==> src/rtl/if_id_pkg.sv <==
// Shared fetch/decode packet definitions used by the IF/ID buffer, the decode
// stage and the fetch top level.
package if_id_pkg;

  localparam int PC_W    = 10;
  localparam int INSTR_W = 16;

  typedef struct packed {
    logic [PC_W-1:0]    pc;
    logic [INSTR_W-1:0] instr;
  } fetch_pkt_t;

endpackage

==> src/rtl/if_id_buffer.sv <==
// IF/ID instruction FIFO: circular storage of fetch packets, valid/ready on both
// sides, flush on redirect. Define IF_ID_BYPASS_EN for 0-cycle empty-buffer bypass.
module if_id_buffer #(
  parameter int DEPTH   = 2,
  parameter int PC_W    = 10,
  parameter int INSTR_W = 16
) (
  input  logic                       clk,
  input  logic                       reset,
  input  logic                       in_valid,
  input  logic [PC_W-1:0]            in_pc,
  input  logic [INSTR_W-1:0]         in_instr,
  output logic                       in_ready,
  input  logic                       flush,
  output logic                       out_valid,
  output logic [PC_W-1:0]            out_pc,
  output logic [INSTR_W-1:0]         out_instr,
  input  logic                       out_ready,
  output logic [$clog2(DEPTH+1)-1:0] count
);
  import if_id_pkg::*;

  localparam int PTR_W = $clog2(DEPTH);
  localparam int CNT_W = $clog2(DEPTH+1);
  localparam logic [CNT_W-1:0] FULL_CNT = CNT_W'(DEPTH);

  fetch_pkt_t mem [DEPTH];

  logic [PTR_W-1:0] rd_ptr_reg, rd_ptr_next;
  logic [PTR_W-1:0] wr_ptr_reg, wr_ptr_next;
  logic [CNT_W-1:0] count_reg, count_next;
  logic             push, pop, stored_valid, bypass_hit;
  fetch_pkt_t       head_pkt, in_pkt, out_pkt;

  assign in_pkt       = {in_pc, in_instr};
  assign head_pkt     = mem[rd_ptr_reg];
  assign stored_valid = (count_reg != '0);
  assign in_ready     = (count_reg < FULL_CNT);

`ifdef IF_ID_BYPASS_EN
  // An empty buffer forwards the fetch packet straight through; if decode takes
  // it in the same cycle it is never written.
  assign bypass_hit = !stored_valid && in_valid && !flush && !reset;
  assign push       = in_valid && in_ready && !flush && !(bypass_hit && out_ready);
`else
  assign bypass_hit = 1'b0;
  assign push       = in_valid && in_ready && !flush;
`endif

  assign pop       = stored_valid && out_ready && !flush;
  assign out_valid = stored_valid || bypass_hit;
  assign count     = count_reg;

  always_comb begin
    out_pkt = '0;
    if (stored_valid)
      out_pkt = head_pkt;
    else if (bypass_hit)
      out_pkt = in_pkt;
  end

  assign out_pc    = out_pkt.pc;
  assign out_instr = out_pkt.instr;

  always_comb begin
    rd_ptr_next = rd_ptr_reg;
    wr_ptr_next = wr_ptr_reg;
    count_next  = count_reg;
    if (push)
      wr_ptr_next = wr_ptr_reg + PTR_W'(1);
    if (pop)
      rd_ptr_next = rd_ptr_reg + PTR_W'(1);
    unique case ({push, pop})
      2'b10:   count_next = count_reg + CNT_W'(1);
      2'b01:   count_next = count_reg - CNT_W'(1);
      default: count_next = count_reg;
    endcase
  end

  // Reset and flush leave the same empty state; storage contents stay stale.
  always_ff @(posedge clk) begin
    if (reset || flush) begin
      rd_ptr_reg <= '0;
      wr_ptr_reg <= '0;
      count_reg  <= '0;
    end else begin
      rd_ptr_reg <= rd_ptr_next;
      wr_ptr_reg <= wr_ptr_next;
      count_reg  <= count_next;
    end
  end

  always_ff @(posedge clk) begin
    if (push)
      mem[wr_ptr_reg] <= in_pkt;
  end

endmodule

==> config.mk <==
export PLATFORM = sky130hd
export DESIGN_NAME = if_id_buffer
export DESIGN_NICKNAME = d
export VERILOG_FILES = /design/src/rtl/if_id_pkg.sv /design/src/rtl/if_id_buffer.sv
export SDC_FILE = /design/constraint.sdc
export NUM_CORES = 1
export LEC_CHECK = 0
export ABC_CLOCK_PERIOD_IN_PS = 5200
export BUFFER_PORTS_ARGS = -buffer_cell sky130_fd_sc_hd__buf_2
export CAP_MARGIN = 5
export CORE_ASPECT_RATIO = 1.25
export CORE_UTILIZATION = 35
export DETAILED_ROUTE_END_ITERATION = 8
export GPL_ROUTABILITY_DRIVEN = 0
export GPL_TIMING_DRIVEN = 0
export PLACE_DENSITY_LB_ADDON = 0.05
export SLEW_MARGIN = 20
export SYNTH_ARGS = -nofsm -noshare
export SYNTH_HDL_FRONTEND = slang
export SYNTH_SLANG_ARGS = --single-unit
==> constraint.sdc <==
create_clock -name clk -period 5.2 [get_ports clk]
set_input_delay 0.78 -clock clk [delete_from_list [all_inputs] [get_ports clk]]
set_output_delay 0.78 -clock clk [all_outputs]
set_load 0.005 [all_outputs]
---- Word-level counts from Yosys, hierarchy flattened ----
Memories as Yosys holds them, arrays and structs flattened. A register that Yosys moved wholly into a read port is not among the register bits.
Index checks and enable logic that the tools add are counted.
storage, ports and cells
  flip-flop bits (word level) ............. 4
  memory bits (writable) .................. 52
  bits of input ports ..................... 31
  output and inout bits ................... 30
  logic and storage cells ................. 25
  memories ................................ 1
operators by class
  $add $sub $neg .......................... 4
  $lt $le $gt $ge ......................... 1
  eq/ne operators ......................... 2
  muxes and demuxes ....................... 6
  reductions and logical operators ........ 8
memories
  memory  words  bits a word  rd ports  clocked after Yosys merged registers in  write ports  RTL line            RTL
  mem     2      26           1         1                                        1            if_id_buffer.sv:27  fetch_pkt_t mem [DEPTH];
operators by type and width
  cell                   number
  $mux W26               1
  $logic_and A1 B1 Y1    4
  $mux W1                4
  $pmux W2 S2            1
  $reduce_bool A2 Y1     2
  $add A1 B1 Y1 const B  2
  $add A2 B1 Y2 const B  1
  $eq A2 B1 Y1 const B   1
  $eq A2 B2 Y1 const B   1
  $lt A2 B2 Y1 const B   1
  $sub A2 B1 Y2 const B  1
  $logic_not A1 Y1       1
  $logic_or A1 B1 Y1     1

---- Longest topological paths before layout ----
Gate-level depths: netlist of run 1.
  word-level depth ........................ 5
  gate-level depth with buffers ........... 6

---- Worst setup path before layout of run 1 ----
OpenSTA, ideal clock, no wires.
  path kind ............................... input -> register
  start ................................... in in_valid
  end ..................................... mem mem[1][0] (netlist bit) (enable)
  setup time .............................. 0.409 ns
  arrival ................................. 2.181 ns
  required time ........................... 4.791 ns
  setup slack ............................. 2.610 ns
  stages on the path ...................... 3
  path buffers ............................ 0
  cell sequence ........................... nor2b_1 -> nand2b_1 -> nor2_1
on the way
  longest elaborated chain between the ends .. 4
RTL lines
  element                           RTL line            RTL
  start: declaration                if_id_buffer.sv:10  input logic in_valid,
  $logic_and A1 B1 Y1 (2 in a row)  if_id_buffer.sv:47  assign push = in_valid && in_ready && !flush;
  $mux W1                           if_id_buffer.sv:94  if (push)
  $mux W1 (not written as such)     if_id_buffer.sv:95  mem[wr_ptr_reg] <= in_pkt;
  end: declaration                  if_id_buffer.sv:27
Every way passes these cells.

---- Worst setup path after layout of run 1 ----
  start ................................... reg count_reg[1], in the netlist count[1]
  end ..................................... out out_instr[15]
on the way
  longest elaborated chain between the ends .. 2
RTL lines
  element                   RTL line            RTL
  start: declaration        if_id_buffer.sv:31  logic [CNT_W-1:0] count_reg, count_next;
  start signal: assignment  if_id_buffer.sv:89  count_reg <= count_next;
  $reduce_bool A2 Y1        if_id_buffer.sv:37  assign stored_valid = (count_reg != '0);
  $mux W26                  if_id_buffer.sv:56  if (stored_valid)
  end: declaration          if_id_buffer.sv:17  output logic [INSTR_W-1:0] out_instr,
Every way passes these cells.

==> results of run 1 <==
## per-stage QoR
| step | cell area [um2] | cells |
|---|---|---|
| finish | 2880 | 296 |
| global route | 2880 | 296 |
| CTS | 2880 | 296 |
| detailed placement | 2648 | 280 |
| global placement | 2577 | 278 |
| floorplan | 2175 | 136 |
## power groups by stage
| stage | Clock [mW] | Sequential [mW] | Combinational (mW) |
|---|---|---|---|
| after floorplan | 0 | 0.528 | 0.0227 |
| after CTS | 0.491 | 0.519 | 0.0550 |
| final | 0.480 | 0.519 | 0.0536 |
| after global placement | 0 | 0.529 | 0.0474 |
| after global routing | 0.512 | 0.520 | 0.0601 |
| after detailed placement | 0 | 0.529 | 0.0547 |
## routing by layer
layer  vias to the layer above  part of all wire (%)  track usage (%)
li1                        645                     -                -
met1                       622                    40            14.65
met2                        39                    53            23.68
met3                         7                   5.4            5.045
met4                         0                   2.2            8.333
met5                         -                     0                0
## synthesized netlist by cell type
library cell | n | area (um2)
o21ai_0 | 2 | 10.01
xor2_1 | 2 | 17.52
nor2_1 | 30 | 112.6
mux2i_1 | 26 | 260.3
a211oi_1 | 1 | 7.510
nor3_1 | 4 | 20.02
edfxtp_1 | 52 | 1562
nand2b_1 | 1 | 6.260
dfxtp_1 | 5 | 100.1
xnor2_1 | 2 | 17.52
inv_1 | 3 | 11.26
buf_2 | 5 | 25.02
ha_1 | 1 | 12.51
nor2b_1 | 1 | 6.260
or3_1 | 1 | 6.260
## critical path, delay by kind of cell (launching register included)
family,cells,cell delay [ns]
flops,1,0.36
buf+inv,2,0.47
simple gates,2,0.59
## cell type report
type | instances | area [um2]
fill | 573 | 3015
sequential | 57 | 1662
multi-input combinational | 71 | 491.7
timing repair buffer | 62 | 355.3
clock buffer | 9 | 123.9
clock inverter | 7 | 108.9
tap | 82 | 102.6
buffer | 5 | 25.02
inverter | 3 | 11.26
## logic make-up after synthesis
group / after synthesis
AOI/OAI and AO/OA: 3
and+or+nand+nor: 37
xor gates and xnor gates: 4
buffers and inverters: 8
adders and majority gates: 1
DFF: 57
muxes: 26
## final timing paths
path / end / slack [ns] / cells after the start
max: out_instr[15] / 2.68 / 4
min: rd_ptr_reg$_SDFFE_PP0P_ / 0.57 / 2
max reg2reg: count[1]$_SDFFE_PP0P_ / 3.42 / 5
min reg2reg: rd_ptr_reg$_SDFFE_PP0P_ / 0.57 / 2
==> results by group, run 1 <==
Detailed routing
  – Average wire per standard cell: approximately 14 um
  – Antenna Nets Post-Route: 0
  – Post-Route WL: 4073 um
  – Initial drt markers: 37
  – Drt pass-1 iters: 4
  – # DRC: 0
  – Routed vias/inst: 4.436
  – Via count: 1313

Global route
  – Vias in the first global route: 1378
  – Initial antenna violation count: 0
  – Total Routing Usage GR: roughly 14%
  – Gr ovfl total: 0
  – Largest net degree at the start of global routing: 17
  – First-pass GRT wire length: 6520 um

Die
  – Die height: 90.13 um
  – Core area: approximately 0.006 mm2
  – Die ar.: 0.006534 mm2
  – Core Rows: 31
  – DIE WIDTH: a little over 70 um
  – Num ports: 61
  – Starting density of the core: 36.88%

Clocking
  – Clock latency on the worst-skew pair: around 0.33 ns
  – CTS tree: done
  – Clock root cell: clkbuf_8
  – Post-CTS sizing: 0
  – Max clock buf depth: 2
  – Clock sinks: 57
  – Cts-stage hold buffer count: 0
  – # H-tree levels: 3
  – Worst-path clk slew: 0.06 ns
  – CTS buffer count: 9
  – Post-CTS setup buffers: 0

Placed design
  – IO Port Bufs: 60
  – Place WS: 2.910 ns
  – Hpwl dp: 2785 um

Setup path
  – Worst Setup SP: count[1]$_SDFFE_PP0P_
  – CP max stage delay: between 0.5 and 0.6 ns
  – Slowest CP cell: nor2_1
  – Critical Path RT: 4.42 ns
  – CP Data Arrival Time: about 1.7 ns
  – Setup crit end kind: output pin
  – Max Fanout on Critical Path: 10
  – Setup Crit Path Kind: flip-flop to output pin
  – Crit path launch type: flip-flop
  – Cell Chain, Critical Path: nor2_1, buf_2, nor2_1, buf_2
  – Critical R2R Launch: count[1]$_SDFFE_PP0P_

Power
  – Power density over the cells: between 300 and 400 mW/mm2
  – Clock share of power: 45.6%
  – Pleak: ~1.1 nW
  – Total power: 1.053 mW
  – Worst VDD drop: approximately 0.23 mV
  – NetSw: 0.1997 mW
  – Internal power: 0.8530 mW
  – Switching share of power: a little under a fifth
  – Comb pwr share: 5.1%
  – Seq pwr share: 49.3%

Outcome
  – Outcome: finished, final reports clean

Layout
  – # diodes: 0
  – Nets: 241
  – Synth-to-layout area growth: 32.45%
  – Final core occ: 48.85%
  – Largest register FFs: 52
  – Most frequent cells in the layout: buf_2, edfxtp_1, nor2_1
  – Commonest non-fill, non-tap cell in the layout: buf_2
  – Share of post-route cells with drive strength above 1: 38.32%

Synth
  – Compound-Gate Fraction of Synth Area: less than 1%
  – Mean area per synthesized cell: 15.99 um2
  – Simple-Gate Fraction of Synth Area: between 6 and 7%
  – Post-synthesis adder-cell area fraction: 0.5754%
  – Cells after synthesis: 136
  – Post-synthesis sequential area ratio: around three quarters
  – Syn nets: 168
  – Post-synthesis mux area share: between 10% and 20%
  – Count of cell types in the netlist: 15
  – Largest family of logic cells by synthesized area: multiplexers
  – Xor/xnor share of the synthesized area: 1.611%
  – Syn. warnings: 0
  – Synthesized cell area: 0.002175 mm2
  – Seq cells post-synth: 57

Timing
  – Hold Worst Slack: 0.5729 ns
  – TNS Setup: 0 ns
  – Clock Skew: 0.007295 ns
  – Fmax: 396.1 MHz
  – Final hold violations: 0
  – Post-layout min period: 2.525 ns
  – RSZ-0062 raised after global routing: false
  – Slew Viols, Final: 0
  – Relative slew slack: 59.08%
  – Worst-Margin Slew: 0.6116 ns
  – Final setup fails: 0
  – Worst setup margin: around 2.7 ns
  – Period Utilization, post-route: 48.55%

Worst hold path
  – Worst hold start: rd_ptr_reg$_SDFFE_PP0P_
  – Hold Path Class: flip-flop to flip-flop

Job
  – Max-cap violations: 0
No activity file was read; power rests on OpenSTA's default activity.
==> inputs of run 2 (changes only) <==
Settings changed: ABC_CLOCK_PERIOD_IN_PS 5200 to 2200.
Clock period 5.2 ns to 2.2 ns, I/O delays scaled along.
==> results by group, run 2 (synthesis results as in run 1) <==
Outcome
  – Outcome: finished, final reports clean

Setup path
  – Setup Crit Path Kind: flip-flop to output pin
  – Setup crit end kind: output pin
  – CP Data Arrival Time: 1.65 ns (-0.09 ns)
  – Max Fanout on Critical Path: 10 (unchanged)
  – Crit path launch type: flip-flop
  – Critical Path RT: 1.87 ns (-2.55 ns)

Global route
  – Largest net degree at the start of global routing: 17 (unchanged)
  – Vias in the first global route: 1378 (unchanged)
  – First-pass GRT wire length: 6520 um (unchanged)
  – Initial antenna violation count: 0 (unchanged)
  – Total Routing Usage GR: 14.05% (unchanged)
  – Gr ovfl total: 0 (unchanged)

Die
  – Starting density of the core: 36.88% (unchanged)
  – Die height: 90.13 um (unchanged)
  – Die ar.: 0.006534 mm2 (unchanged)
  – Core area: 0.005896 mm2 (unchanged)
  – DIE WIDTH: 72.50 um (unchanged)
  – Core Rows: 31 (unchanged)
  – Num ports: 61 (unchanged)

Placed design
  – Hpwl dp: 2785 um (unchanged)
  – IO Port Bufs: 60 (unchanged)
  – Placed insts: 280 (unchanged)

Layout
  – Fillers: 572 (-0.17%)
  – Nets: 241 (unchanged)
  – Layout Cells excl Fill: 296 (unchanged)
  – Largest register FFs: 52 (unchanged)
  – Share of post-route cells with drive strength above 1: 38.79% (+0.47 points)
  – Register area: 0.001662 mm2 (unchanged)
  – Synth-to-layout area growth: 32.57% (about the same)
  – # diodes: 0 (unchanged)
  – Area of the multi-input gates: 494.2 um2 (+0.51%)
  – Most frequent cells in the layout: buf_2, edfxtp_1, nor2_1
  – Commonest non-fill, non-tap cell in the layout: buf_2

Power
  – Clock share of power: 45.6% (about the same)
  – Total power: 2.488 mW (+140%)
  – Internal power: 2.016 mW (+140%)
  – Pleak: 1.089 nW (about the same)
  – Comb pwr share: 5.1% (about the same)
  – Worst VDD drop: 0.5501 mV (+140%)
  – NetSw: 0.4719 mW (+140%)
  – Switching share of power: 18.97% (about the same)
  – Power density over the cells: 863.1 mW/mm2 (+140%)
  – Seq pwr share: 49.3% (about the same)

Detailed routing
  – Average wire per standard cell: 13.78 um (+0.17%)
  – Initial drt markers: 41 (+11%)
  – Post-Route WL: 4080 um (+0.17%)
  – Via count: 1316 (+0.23%)
  – Drt pass-1 iters: 4 (unchanged)
  – # DRC: 0 (unchanged)
  – Routed vias/inst: 4.446 (+0.23%)
  – Antenna Nets Post-Route: 0 (unchanged)

Timing
  – RSZ-0062 raised after global routing: false
  – Relative slew slack: 69.83% (+11 points)
  – Slew Viols, Final: 0 (unchanged)
  – Final setup fails: 0 (unchanged)
  – Fmax: between 500 and 600 MHz
  – Worst-Margin Slew: 0.4515 ns (-0.1601 ns)
  – Hold Worst Slack: 0.1888 ns (-0.3841 ns)
  – Period Utilization, post-route: roughly nine tenths
  – Final hold violations: 0 (unchanged)
  – Post-layout min period: 1.979 ns
  – TNS Setup: 0 ns (unchanged)
  – Clock Skew: 0.006887 ns (-0.0004079 ns)

Clocking
  – # H-tree levels: 3 (unchanged)
  – Max clock buf depth: 2 (unchanged)
  – CTS buffer count: 9 (unchanged)
  – Clock latency on the worst-skew pair: 0.33 ns (about the same)
  – Worst-path clk slew: 0.06 ns (about the same)
  – Cts-stage hold buffer count: 0 (unchanged)
  – CTS tree: done
  – Clock sinks: 57 (unchanged)
  – Clock root cell: clkbuf_8

Worst hold path
  – Hold Path Class: input port to flip-flop

Job
  – Max-cap violations: 0 (unchanged)
[run 2: critical path, cell delays in order (launching register included)]
cell and delay, ns:
dfxtp_1 0.30, buf_2 0.23, buf_2 0.35, mux2i_1 0.23, nor2_1 0.06, buf_2 0.14
[run 2: layer usage]
| metal | up-vias | global-route usage (%) | part of all wire (%) |
|---|---|---|---|
| met5 | - | 0 | 0 |
| met3 | 7 | 5.045 | 5.9 |
| li1 | 644 | - | - |
| met2 | 41 | 23.68 | 53 |
| met4 | 0 | 8.333 | 2.2 |
| met1 | 624 | 14.65 | 39 |
[run 2: power by group through the flow]
stage	clock, mW	combinational [mW]	sequential, mW
5_1_grt	1.21	0.142	1.23
3_3_place_gp	0	0.112	1.25
2_1_floorplan	0	0.0536	1.25
3_5_place_dp	0	0.129	1.25
4_1_cts	1.16	0.130	1.23
6_report	1.13	0.127	1.23
[run 2: final cells by class]
| type | count | share of cell area [%] |
|---|---|---|
| sequential | 57 | 57.64 |
| multi-input combinational | 71 | 17.14 |
| timing repair buffer | 62 | 12.33 |
| clock buffer | 9 | 4.297 |
| clock inverter | 7 | 3.776 |
| tap | 82 | 3.559 |
| buffer | 5 | 0.8681 |
| inverter | 3 | 0.3906 |
[run 2: final timing paths]
path / from / to / slack [ns] / cells past startpoint
hold / removal: in_instr[7] / mem[0][7]$_DFFE_PP_ / 0.19 / 1
setup reg to reg: count[1]$_SDFFE_PP0P_ / count[1]$_SDFFE_PP0P_ / 0.41 / 5
setup / recovery: flip-flop / out_instr[5] / 0.22 / 5
hold reg to reg: rd_ptr_reg$_SDFFE_PP0P_ / rd_ptr_reg$_SDFFE_PP0P_ / 0.57 / 2
[run 2: stage by stage]
| step | worst slack (ns) | util [%] | area, um2 |
|---|---|---|---|
| final | 0.2207 | 48.90 | 2883 |
| after global routing | 0.08405 | 48.90 | 2883 |
| after CTS | 0.03395 | 48.85 | 2880 |
| after detailed placement | 0.3601 | 44.91 | 2648 |
| after global placement | -0.6745 | 43.72 | 2577 |
| after floorplan | 0.04909 | - | 2175 |
[run 2: timing repair]
item | CTS | global route
endpoints found under the setup margin | 0 | 18
resized for setup | 0 | 1
setup buffers | 0 | 0
==> inputs of run 3 (changes only) <==
Settings changed: PLACE_DENSITY from default to 0.57, PLACE_DENSITY_LB_ADDON 0.05 to default, SLEW_MARGIN 20 to 25.
==> results by group, run 3 (synthesis results as in run 1) <==
Timing
  – Fmax: 504.1 MHz (-0.22%)
  – Final setup fails: 0 (unchanged)
  – Clock Skew: 0.006972 ns (+0.00008513 ns)
  – Slew Viols, Final: 0 (unchanged)
  – Relative slew slack: 73.74% (+3.9 points)
  – Worst-Margin Slew: 0.3935 ns (-0.05803 ns)
  – Post-layout min period: 1.984 ns (+0.004352 ns)
  – RSZ-0062 raised after global routing: false
  – Hold Worst Slack: 0.1840 ns (-0.004865 ns)
  – Period Utilization, post-route: 90.17% (+0.20 points)
  – Final hold violations: 0 (unchanged)

Power
  – Internal power: 1.711 mW (-15%)
  – NetSw: 0.4421 mW (-6.3%)
  – Power density over the cells: 766.0 mW/mm2 (-11%)
  – Comb pwr share: 5.8% (+0.7 points)
  – Switching share of power: 20.53% (+1.6 points)
  – Seq pwr share: 57.0% (+7.7 points)
  – Worst VDD drop: 0.3203 mV (-42%)
  – Clock share of power: 37.2% (-8.4 points)
  – Pleak: 1.059 nW (-2.7%)

Clocking
  – Max clock buf depth: 2 (unchanged)
  – CTS buffer count: 9 (unchanged)
  – Post-CTS setup buffers: 0 (unchanged)
  – CTS tree: done
  – Clock root cell: clkbuf_8
  – Clock sinks: 57 (unchanged)
  – Clock latency on the worst-skew pair: 0.33 ns (about the same)
  – # H-tree levels: 3 (unchanged)
  – Worst-path clk slew: 0.06 ns (about the same)
  – Cts-stage hold buffer count: 0 (unchanged)

Detailed routing
  – # DRC: 0 (unchanged)
  – Antenna Nets Post-Route: 0 (unchanged)
  – Post-Route WL: 3738 um (-8.4%)
  – Initial drt markers: 60 (+46%)
  – Routed vias/inst: 4.422 (-0.53%)
  – Average wire per standard cell: 12.63 um (-8.4%)
  – Via count: 1309 (-0.53%)
  – Drt pass-1 iters: 4 (unchanged)

Layout
  – Nets: 241 (unchanged)
  – # diodes: 0 (unchanged)
  – Fillers: 557 (-2.6%)
  – Area of the multi-input gates: 494.2 um2 (unchanged)
  – Most frequent cells in the layout: buf_2, edfxtp_1, nor2_1
  – Largest register FFs: 52 (unchanged)
  – Final core occ: 47.69% (-1.2 points)
  – Synth-to-layout area growth: 29.29%
  – Register area: 0.001662 mm2 (unchanged)
  – Share of post-route cells with drive strength above 1: 37.85% (-0.93 points)
  – Commonest non-fill, non-tap cell in the layout: buf_2

Worst hold path
  – Worst hold start: in_instr[7]
  – Min-Delay Endpoint: mem[0][7]$_DFFE_PP_
  – Hold Path Class: input port to flip-flop
  – WHS Path Cells: 1 (unchanged)

Die
  – Core area: 0.005896 mm2 (unchanged)
  – Starting density of the core: 36.88% (unchanged)
  – DIE WIDTH: 72.50 um (unchanged)
  – Die height: 90.13 um (unchanged)
  – Die ar.: 0.006534 mm2 (unchanged)
  – Num ports: 61 (unchanged)
  – Core Rows: 31 (unchanged)

Global route
  – Total Routing Usage GR: 12.72% (-1.3 points)
  – Met3 usage: 3.363% (-1.7 points)
  – Grt peak-use layer: met2
  – Initial antenna violation count: 0 (unchanged)
  – Vias in the first global route: 1332 (-3.3%)
  – Routing usage on met2: 20.79% (-2.9 points)
  – Gr ovfl total: 0 (unchanged)
  – Met1 usage: 13.51% (-1.1 points)
  – First-pass GRT wire length: 5934 um (-9.0%)
  – Largest net degree at the start of global routing: 23 (+6)

Job
  – Max-cap violations: 0 (unchanged)

Setup path
  – Setup crit end kind: output pin
  – Critical Path RT: 1.87 ns (about the same)
  – Max Fanout on Critical Path: 10 (unchanged)
  – CP Data Arrival Time: 1.65 ns (about the same)
  – Crit path launch type: flip-flop
  – R2R cell count: 5 (unchanged)
  – R2R setup slack: 0.44 ns (+0.03 ns)
  – Setup Crit Path Kind: flip-flop to output pin
  – FF-to-FF End: count[1]$_SDFFE_PP0P_
  – Critical R2R Launch: count[1]$_SDFFE_PP0P_

Outcome
  – Outcome: finished, final reports clean

Placed design
  – IO Port Bufs: 60 (unchanged)
  – Hpwl dp: 2503 um (-10%)
==> run 3: changes by cell type in the layout (fill, tap and decap cells not counted) <==
cell        delta
bufinv_16      -3
clkinvlp_4     -1
clkinv_2       +1
clkbuf_1       +4
clkbuf_8       +1
clkinv_1       -2
==> run 3: how the worst max path moves through the flow <==
stage / start / endpoint / slack, ns / cells after the start
2_1_floorplan: count[1]$_SDFFE_PP0P_ / mem[1][0]$_DFFE_PP_ / 0.05 / 3
3_3_place_gp: in_valid / mem[1][11]$_DFFE_PP_ / -0.74 / 4
3_5_place_dp: in_valid / count[1]$_SDFFE_PP0P_ / 0.36 / 6
4_1_cts: count[1]$_SDFFE_PP0P_ / out_instr[7] / 0.008 / 4
5_1_grt: flip-flop / out_instr[8] / 0.07 / 5
6_report: flip-flop / out_instr[5] / 0.22 / 5
==> run 3: metrics by stage <==
stage | total power, mW | TNS, ns | area (um2) | std cells | setup slack (ns)
after CTS | 2.188 | 0 | 2809 | 296 | 0.008183
after floorplan | 1.302 | 0 | 2175 | 136 | 0.04909
after global placement | 1.364 | -38.65 | 2577 | 278 | -0.7448
final | 2.154 | 0 | 2811 | 296 | 0.2163
after detailed placement | 1.377 | 0 | 2648 | 280 | 0.3609
after global routing | 2.238 | 0 | 2811 | 296 | 0.07451
==> run 3: repair_timing <==
action / CTS / global route
endpoints found under the hold margin: 0 / 0
setup endpoints to repair: 0 / 20
gates resized for setup: 0 / 1
==> run 3: per-layer routing <==
metal	vias up	part of all wire [%]
met2	44	50
met4	0	2.9
met3	9	5.2
met5	-	0
met1	612	41
li1	644	-
==> run 3: critical path, cell delays in order (launching register included) <==
cell and delay (ns):
dfxtp_1 0.30, buf_2 0.24, buf_2 0.35, mux2i_1 0.24
nor2_1 0.06, buf_2 0.14
==> run 3: power by group through the flow <==
stage / clock network (mW) / logic [mW] / registers (mW)
2_1_floorplan: 0 / 0.0536 / 1.25
3_3_place_gp: 0 / 0.115 / 1.25
3_5_place_dp: 0 / 0.128 / 1.25
4_1_cts: 0.832 / 0.129 / 1.23
5_1_grt: 0.867 / 0.142 / 1.23
6_report: 0.801 / 0.126 / 1.23
==> run 3: layout make-up <==
class	instances	area share [%]
tap	82	3.649
buffer	5	0.8901
inverter	3	0.4005
multi-input combinational	71	17.58
sequential	57	59.10
timing repair buffer	62	12.64
clock inverter	2	0.3115
clock buffer	14	5.429
